### config.mk
export PLATFORM = sky130hd
export DESIGN_NAME = enc_prio_rr
export DESIGN_NICKNAME = d
export VERILOG_FILES = /design/src/rtl/enc_pkg.sv /design/src/rtl/enc_prio_scan.sv /design/src/rtl/enc_prio_rr.sv
export SDC_FILE = /design/constraint.sdc
export NUM_CORES = 1
export LEC_CHECK = 0
export ABC_AREA = 1
export CORE_MARGIN = 4
export CORE_UTILIZATION = 33
export CTS_CLUSTER_DIAMETER = 150
export DETAILED_ROUTE_END_ITERATION = 12
export SLEW_MARGIN = 20
export SYNTH_ARGS = -nofsm -noshare
export SYNTH_HDL_FRONTEND = slang
export SYNTH_HIERARCHICAL = 1
export SYNTH_SLANG_ARGS = --single-unit
### constraint.sdc
create_clock -name clk -period 9.7 [get_ports clk]
set_input_delay 1.94 -clock clk [delete_from_list [all_inputs] [get_ports clk]]
set_output_delay 1.94 -clock clk [all_outputs]
set_load 0.05 [all_outputs]
### src/rtl/enc_pkg.sv
// Shared definitions for the enc_prio_rr encoder: mode encodings and a
// width helper that never returns zero, so that N=2 still yields a 1-bit code.
package enc_pkg;

    localparam logic MODE_FIXED = 1'b0;
    localparam logic MODE_RR    = 1'b1;

    function automatic int clog2_min1(input int n);
        int r;
        r = 0;
        while ((1 << r) < n) r++;
        return (r < 1) ? 1 : r;
    endfunction

endpackage

### src/rtl/enc_prio_scan.sv
// Combinational circular scanner: returns the first set request bit found
// starting at 'start', moving upward (with wrap past N-1) or downward.
module enc_prio_scan
    import enc_pkg::*;
#(
    parameter  int N = 8,
    localparam int W = clog2_min1(N)
) (
    input  logic [N-1:0] req,
    input  logic [W-1:0] start,
    input  logic         dir_up,
    output logic [W-1:0] idx,
    output logic         any
);

    int unsigned w_s;
    int unsigned w_p;

    always_comb begin
        idx = '0;
        any = 1'b0;
        w_s = 32'(start);
        w_p = 0;
        for (int unsigned k = 0; k < N; k++) begin
            // start is always < N, so a single conditional wrap is enough
            if (dir_up) begin
                w_p = w_s + k;
                if (w_p >= N) w_p = w_p - N;
            end else begin
                w_p = (w_s >= k) ? (w_s - k) : (w_s + N - k);
            end
            if (!any && req[w_p[W-1:0]]) begin
                any = 1'b1;
                idx = w_p[W-1:0];
            end
        end
    end

endmodule

### src/rtl/enc_prio_rr.sv
// N-to-log2(N) priority encoder, fixed or round-robin, with a registered
// valid/ready output. Define ENC_MULTI_FLAG_EN to add the 'multi' output.
module enc_prio_rr
    import enc_pkg::*;
#(
    parameter  int N = 8,
    localparam int W = clog2_min1(N)
) (
    input  logic         clk,
    input  logic         rst_n,
    input  logic         en,
    input  logic         mode,
    input  logic [N-1:0] req,
    output logic [W-1:0] code,
    output logic         out_valid,
    input  logic         out_ready
`ifdef ENC_MULTI_FLAG_EN
    ,
    output logic         multi
`endif
);

    logic [W-1:0] r_code;
    logic [W-1:0] r_ptr;
    logic         r_valid;

    logic [W-1:0] w_start;
    logic [W-1:0] w_idx;
    logic         w_any;
    logic         w_dir_up;
    logic         w_slot_free;
    logic         w_capture;

    // One scanner serves both modes: fixed scans down from N-1, RR scans up from ptr
    assign w_dir_up = (mode == MODE_RR);
    assign w_start  = w_dir_up ? r_ptr : W'(N - 1);

    enc_prio_scan #(.N(N)) u_scan (
        .req    (req),
        .start  (w_start),
        .dir_up (w_dir_up),
        .idx    (w_idx),
        .any    (w_any)
    );

    assign w_slot_free = !r_valid || out_ready;
    assign w_capture   = en && w_any && w_slot_free;

    always_ff @(posedge clk) begin
        if (!rst_n) begin
            r_code  <= '0;
            r_valid <= 1'b0;
            r_ptr   <= '0;
        end else if (w_capture) begin
            r_code  <= w_idx;
            r_valid <= 1'b1;
            if (w_dir_up) begin
                r_ptr <= (w_idx == W'(N - 1)) ? '0 : w_idx + W'(1);
            end
        end else if (out_ready) begin
            r_valid <= 1'b0;
        end
    end

    assign code      = r_code;
    assign out_valid = r_valid;

`ifdef ENC_MULTI_FLAG_EN
    logic r_multi;
    logic w_multi;

    // Clearing the lowest set bit leaves something only if two or more were set
    assign w_multi = |(req & (req - N'(1)));

    always_ff @(posedge clk) begin
        if (!rst_n) begin
            r_multi <= 1'b0;
        end else if (w_capture) begin
            r_multi <= w_multi;
        end
    end

    assign multi = r_multi;
`endif

endmodule
==> results.md, run 1 <==
- Ports: 17
- Final nets: approximately 260
- Logic pwr share: 0.646
- Final setup TNS: 0 ns
- WP data required: around 9.9 ns
- Slew Limit Headroom: 0.6661
- Avg Inst Size Synth: 5.244 µm²
- Placed Cells: between 200 and 300
- Delay-heaviest family, CP: simple AND/OR/NAND/NOR gates
- Endpoints failing hold: 0
- Tcrit/Tclk final: 0.5898
- CTS tree: yes
- Vias in the first global route: roughly 1200
- Post_cts resized: 0
- Final HPWL DP: between 2000 and 3000 µm
- Critical setup path kind: input pin to flop
- Register bit total from synthesis: 7
- Most frequent CP cell: nand2_1
- Hold Crit Start: r_ptr[0]
- Power per cell area: 145.3 nW/µm²
- Clock power share: 0.194
- Max VDD drop: just over 60 µV
- Syn nets: approximately 250
- Compound-Gate Fraction of Synth Area: 0.06432
- Layout cells sized above 1: 0.1098
- Buffer and inverter count on the worst path: 3
- P_int: around 110 µW
- Hold Path Class: flop to flop
- Synth top area share: 0.2925
- Leak: 0.0007612 µW
- Number of fill cells: just under 400
- Seq/Total Area, Yosys: 0.1162
- Clock Latency Late Sink: ~0.23 ns
- Final min period: roughly 5.7 ns
- Vias/cell: between 4 and 5
- Post-CTS Setup Bufs: 0
- Post-CTS Hold Fix Bufs: 0
- CTS Buffer Depth: 2
- # setup viols final: 0
- Cts bufs inserted: 3
- Worst-path clk slew: ~0.04 ns
- Wire per inst: 10.41 µm
- Port Buffer Count: 16
- Largest family of logic cells by synthesized area: simple AND/OR/NAND/NOR gates
- DR pass1 iterations: 4
- Mux contribution to synthesized area: 0
- Mapped cell area: approximately 1200 µm²
- CP Data Arrival Time: slightly below 6 ns
- Switching power total: 103.6 µW
- DRC: 0
- Crit. End Element: flop
- Core area: between 3000 and 4000 µm²
- Routed WL: roughly 3000 µm
- RSZ-0062 raised after global routing: false
- Num rows: 21
- Setup crit start: mode
- Startpoint type of the worst setup path: input pin
- Crit path max fanout: 17
- Die H: slightly below 70 µm
- Slew Limit Fails: 0
- Clock skew: about 0.0023 ns
- Die span in x: 68.46 µm
- Switching part of the total power: 0.4951
- Initial Utilization: 0.3504
- Layout area overhead: 19.40%
- Area share of xor/xnor cells in the synthesized design: 0
- # diodes: 0
- Post-synthesis adder-cell area fraction: 0.05394
- Clock Sinks: 7
- Most common cell after layout, fill and taps aside: nand2_1
- Most frequent cells in the layout: 94 x nand2_1, 41 x nand3_1, 20 x nor2_1, 18 x inv_1, 16 x clkdlybuf4s50_1
- Area leader, netlist: nand2_1
- Slowest cell on crit path: clkdlybuf4s50_1
- CP max stage delay: about 0.7 ns
- Die area: roughly 4700 µm²
- Initial antenna violation count: 0
- Post-synthesis simple-gate area fraction: 0.6577
- Final instance count without filler cells: approximately 290
- H-tree levels: 1
- Reg-to-reg critical path startpoint: r_ptr[0]
- Initial DRC Count: 79
- Reg power frac: 0.160
- Top area cells in the synthesized netlist: nand2_1 29%, nand3_1 17%, dfxtp_1 12%, nor2_1 6.2%, inv_1 5.6%
- Tot GR Track Use: 0.1425
- Yosys cell types: 25
- First-pass GRT wire length: about 5200 µm
- Outcome: completed
- Clk root buf: clkbuf_8
- Vias: roughly 1400
- Largest net degree at the start of global routing: 18
- Max_cap viols: 0
- GP Congestion: ~0.83
- Fmax: approximately 0.17 GHz
- Remaining Overflow, GRT: 0
- Critical Path, Cell by Cell: clkdlybuf4s50_1, nand2_1, inv_2, fa_1, inv_2, nand3_1, nand2_1, nand2_1, nand2_1, nand3_2, o21ai_0, nand3_1, nand2_1, nand2_1, ha_1, ha_1, nor2_1, nand4_1, a21oi_1
- Worst Tran Pin Value: around 0.5 ns
- Post-Syn Instances: between 200 and 250
- Synth warn: 6
- Antenna-violating nets left: 0
==> cell families after synthesis <==
group           Yosys count
flops                     7
buf+inv                  31
simple gates            174
compound gates           14
fa+ha+maj                 4
==> registers in the layout, summed over array words and instances (netlist names) <==
signal and flops:
code 3, out_valid 1, r_ptr 3
==> worst paths after layout <==
check,to,slack [ns],cells after the start
worst min-delay path,r_ptr[0],0.47,2
worst max register to register,r_ptr[0],6.07,18
worst min register to register,r_ptr[0],0.47,2
worst max-delay path,r_ptr[0],3.98,19
==> area by class of cell <==
cell class              instances  area, µm²  area share
clock buffers                   4      45.04     0.03128
inverters                      27      101.3     0.07037
multi-input cells             192      935.9      0.6499
flip-flops and latches          7      140.1     0.09731
well taps                      46      57.56     0.03997
repair buffers                 16      160.2      0.1112
==> per-layer routing <==
layer	track usage	share of wire	vias to the layer above
met3	0.02463	0.044	4
met5	0	0	-
met1	0.2092	0.52	592
li1	-	-	766
met4	0.02978	0.0099	0
met2	0.2145	0.43	25
==> cell usage after synthesis (all sizes together) <==
library cell    n
a21boi          1
a21oi           5
and2            1
buf             4
dfxtp           7
fa              2
ha              2
inv            27
nand2         101
nand3          43
nand4           4
nor2           24
nor3            1
o21a            1
o21ai           6
o21bai          1
==> worst reg2reg max path, delay by kind of cell, from the launching register on <==
family	cells	cell delay (ns)
buf+inv	3	0.45
compound gates	2	0.51
flops	1	0.33
fa+ha+maj	3	1.20
simple gates	10	1.08
==> power by group through the flow <==
stage                     clock network, µW  registers, µW  logic (µW)
after floorplan                           0           40.6        98.7
after global placement                    0           34.0         136
after detailed placement                  0           34.1         134
after CTS                              42.0           33.6         135
after global routing                   44.4           33.9         154
final                                  40.5           33.6         135
==> through the flow <==
step           utilization  hold WS, ns  power [µW]  setup WS, ns  area (µm²)
3_3_place_gp        0.4053       0.4628       170.1         3.757        1395
6_report            0.4184       0.4742       209.3         3.979        1440
3_5_place_dp        0.4053       0.4726       168.4         3.818        1395
2_1_floorplan            -       0.4418       139.3         5.216        1206
4_1_cts             0.4184       0.4754       210.4         4.032        1440
5_1_grt             0.4184       0.4880       232.3         3.588        1440
Note: power is estimated with default switching activity, not from simulation.
==> run 2, diff against run 1 <==
Clock period 9.7 ns to 5.2 ns, I/O delays scaled along.
==> run 2 against run 1 <==
Effect of this change: power up 89%; utilization up 0.44 points; routed wire length up 5.5%.
==> results.md, run 2 (synthesis gave the netlist of run 1 again) <==
- Outcome: completed (unchanged)
- Post_cts resized: 0 (unchanged)
- Placed Cells: 290 (was 288)
- Worst Tran Pin Value: 0.5020 ns (was 0.4992 ns)
- Layout area overhead: 20.64% (was 19.40%)
- Final setup TNS: 0 ns (unchanged)
- Vias/cell: 4.925 (was 4.750)
- Final nets: 266 (was 264)
- Post-CTS Setup Bufs: 0 (unchanged)
- Critical setup path kind: input pin to flop (unchanged)
- # setup viols final: 0 (unchanged)
- Clock Sinks: 7 (unchanged)
- Most frequent cells in the layout: 94 x nand2_1, 41 x nand3_1, 20 x nor2_1, 18 x inv_1, 16 x clkdlybuf4s50_1 (unchanged)
- GP Congestion: 0.8773 (was 0.8278)
- Fmax: 0.2243 GHz
- Antenna-violating nets left: 0 (unchanged)
- Crit. End Element: flop (unchanged)
- DRC: 0 (unchanged)
- Initial DRC Count: 81 (was 79)
- Reg-to-reg critical path startpoint: r_ptr[0] (unchanged)
- CTS Buffer Depth: 2 (unchanged)
- # diodes: 0 (unchanged)
- Final HPWL DP: 2653 µm (was 2549 µm)
- Finished Cell Area: 1455 µm² (was 1440 µm²)
- Leak: 0.0007706 µW (was 0.0007612 µW)
- WHS: 0.4694 ns (was 0.4742 ns)
- Ports: 17 (unchanged)
- First-pass GRT wire length: 5602 µm (was 5202 µm)
- Setup crit start: mode (unchanged)
- Final min period: ~4.5 ns
- Max_cap viols: 0 (unchanged)
- Die H: 68.46 µm (unchanged)
- Final instance count without filler cells: 294 (was 292)
- Hold path cells: 2 (unchanged)
- Routed WL: 3207 µm (was 3041 µm)
- RSZ-0062 raised after global routing: false (unchanged)
- Post-CTS Hold Fix Bufs: 0 (unchanged)
- Clock Latency Late Sink: 0.22 ns (was 0.23 ns)
- Core area: 3442 µm² (unchanged)
- WP data required: 5.36 ns (was 9.85 ns)
- Tot GR Track Use: 0.1537 (was 0.1425)
- DP Area: 1410 µm² (was 1395 µm²)
- Wire per inst: 10.91 µm (was 10.41 µm)
- Slew Limit Headroom: 0.6643 (was 0.6661)
- Vias: 1448 (was 1387)
- Die span in x: 68.46 µm (unchanged)
- Max VDD drop: 150.0 µV (was 60.58 µV)
- Vias in the first global route: 1305 (was 1209)
- Initial Utilization: 0.3504 (unchanged)
- DR pass1 iterations: 4 (unchanged)
- Port Buffer Count: 16 (unchanged)
- Endpoints failing hold: 0 (unchanged)
- Power per cell area: 271.8 nW/µm² (was 145.3 nW/µm²)
- Num rows: 21 (unchanged)
- Die area: 4686 µm² (unchanged)
- Cts bufs inserted: 3 (unchanged)
- Largest net degree at the start of global routing: 18 (unchanged)
- Initial antenna violation count: 0 (unchanged)
- Hold Path Class: flop to flop (unchanged)
- Layout cells sized above 1: 0.1169 (was 0.1098)
- Slew Limit Fails: 0 (unchanged)
- Most common cell after layout, fill and taps aside: nand2_1 (unchanged)
- CP Data Arrival Time: 4.61 ns (was 5.88 ns)
- Design Power: 395.5 µW (was 209.3 µW)
- Clock skew: 0.0005692 ns (was 0.002278 ns)
- Clk root buf: clkbuf_8 (unchanged)
- Tcrit/Tclk final: 0.8574
- Worst-path clk slew: 0.04 ns (about the same)
- Worst r2r path cells: 20 (was 18)
- H-tree levels: 1 (unchanged)
- Hold Crit Start: r_ptr[0] (unchanged)
- Startpoint type of the worst setup path: input pin (unchanged)
- Crit path max fanout: 17 (unchanged)
- Remaining Overflow, GRT: 0 (unchanged)
- CTS tree: yes (unchanged)
run 2: metal layers:
| metal | share of wire | wire (µm) | vias up | track usage |
|---|---|---|---|---|
| met3 | 0.047 | 151 | 0 | 0.03448 |
| met1 | 0.51 | 1640 | 650 | 0.2182 |
| li1 | - | - | 771 | - |
| met4 | 0 | 0 | 0 | 0.007444 |
| met5 | 0 | 0 | - | 0 |
| met2 | 0.44 | 1415 | 27 | 0.2467 |
run 2: path summary, 6_finish.rpt:
check	to	slack [ns]
worst max-delay path	r_ptr[0]	0.74
worst min register to register	r_ptr[0]	0.47
worst min-delay path	r_ptr[0]	0.47
worst max register to register	r_ptr[0]	1.95
run 2: metrics by stage:
stage / setup WS (ns) / utilization
4_1_cts: 0.7761 / 0.4228
3_3_place_gp: 0.5918 / 0.4097
6_report: 0.7417 / 0.4228
5_1_grt: 0.3820 / 0.4228
2_1_floorplan: 1.616 / -
3_5_place_dp: 0.5610 / 0.4097
run 2: layout make-up:
type                       count  area, µm²
sequential                     7      140.1
inverter                      27      101.3
timing repair buffer          18      175.2
tap                           46      57.56
clock buffer                   4      45.04
fill                         405       1987
multi-input combinational    192      935.9
run 2: power by group:
part | internal, µW | total (µW) | leakage [µW] | switching [µW]
Sequential | 60.1 | 62.3 | 0.0000579 | 2.28
Combinational | 86.4 | 258 | 0.000690 | 171
Clock | 52.9 | 75.3 | 0.0000228 | 22.3
run 2: critical path, stage by stage:
cell             delay [ns]
clkdlybuf4s50_1        0.69
nand2_1                0.14
inv_2                  0.27
fa_1                   0.58
inv_2                  0.19
nand3_1                0.10
nand2_1                0.11
nand2_1                0.06
nand2_1                0.12
nand3_2                0.11
o21ai_0                0.18
nand3_1                0.10
nand2_1                0.09
nand2_1                0.08
ha_1                   0.21
ha_1                   0.19
nor2_1                 0.12
nand4_1                0.10
a21oi_1                0.13
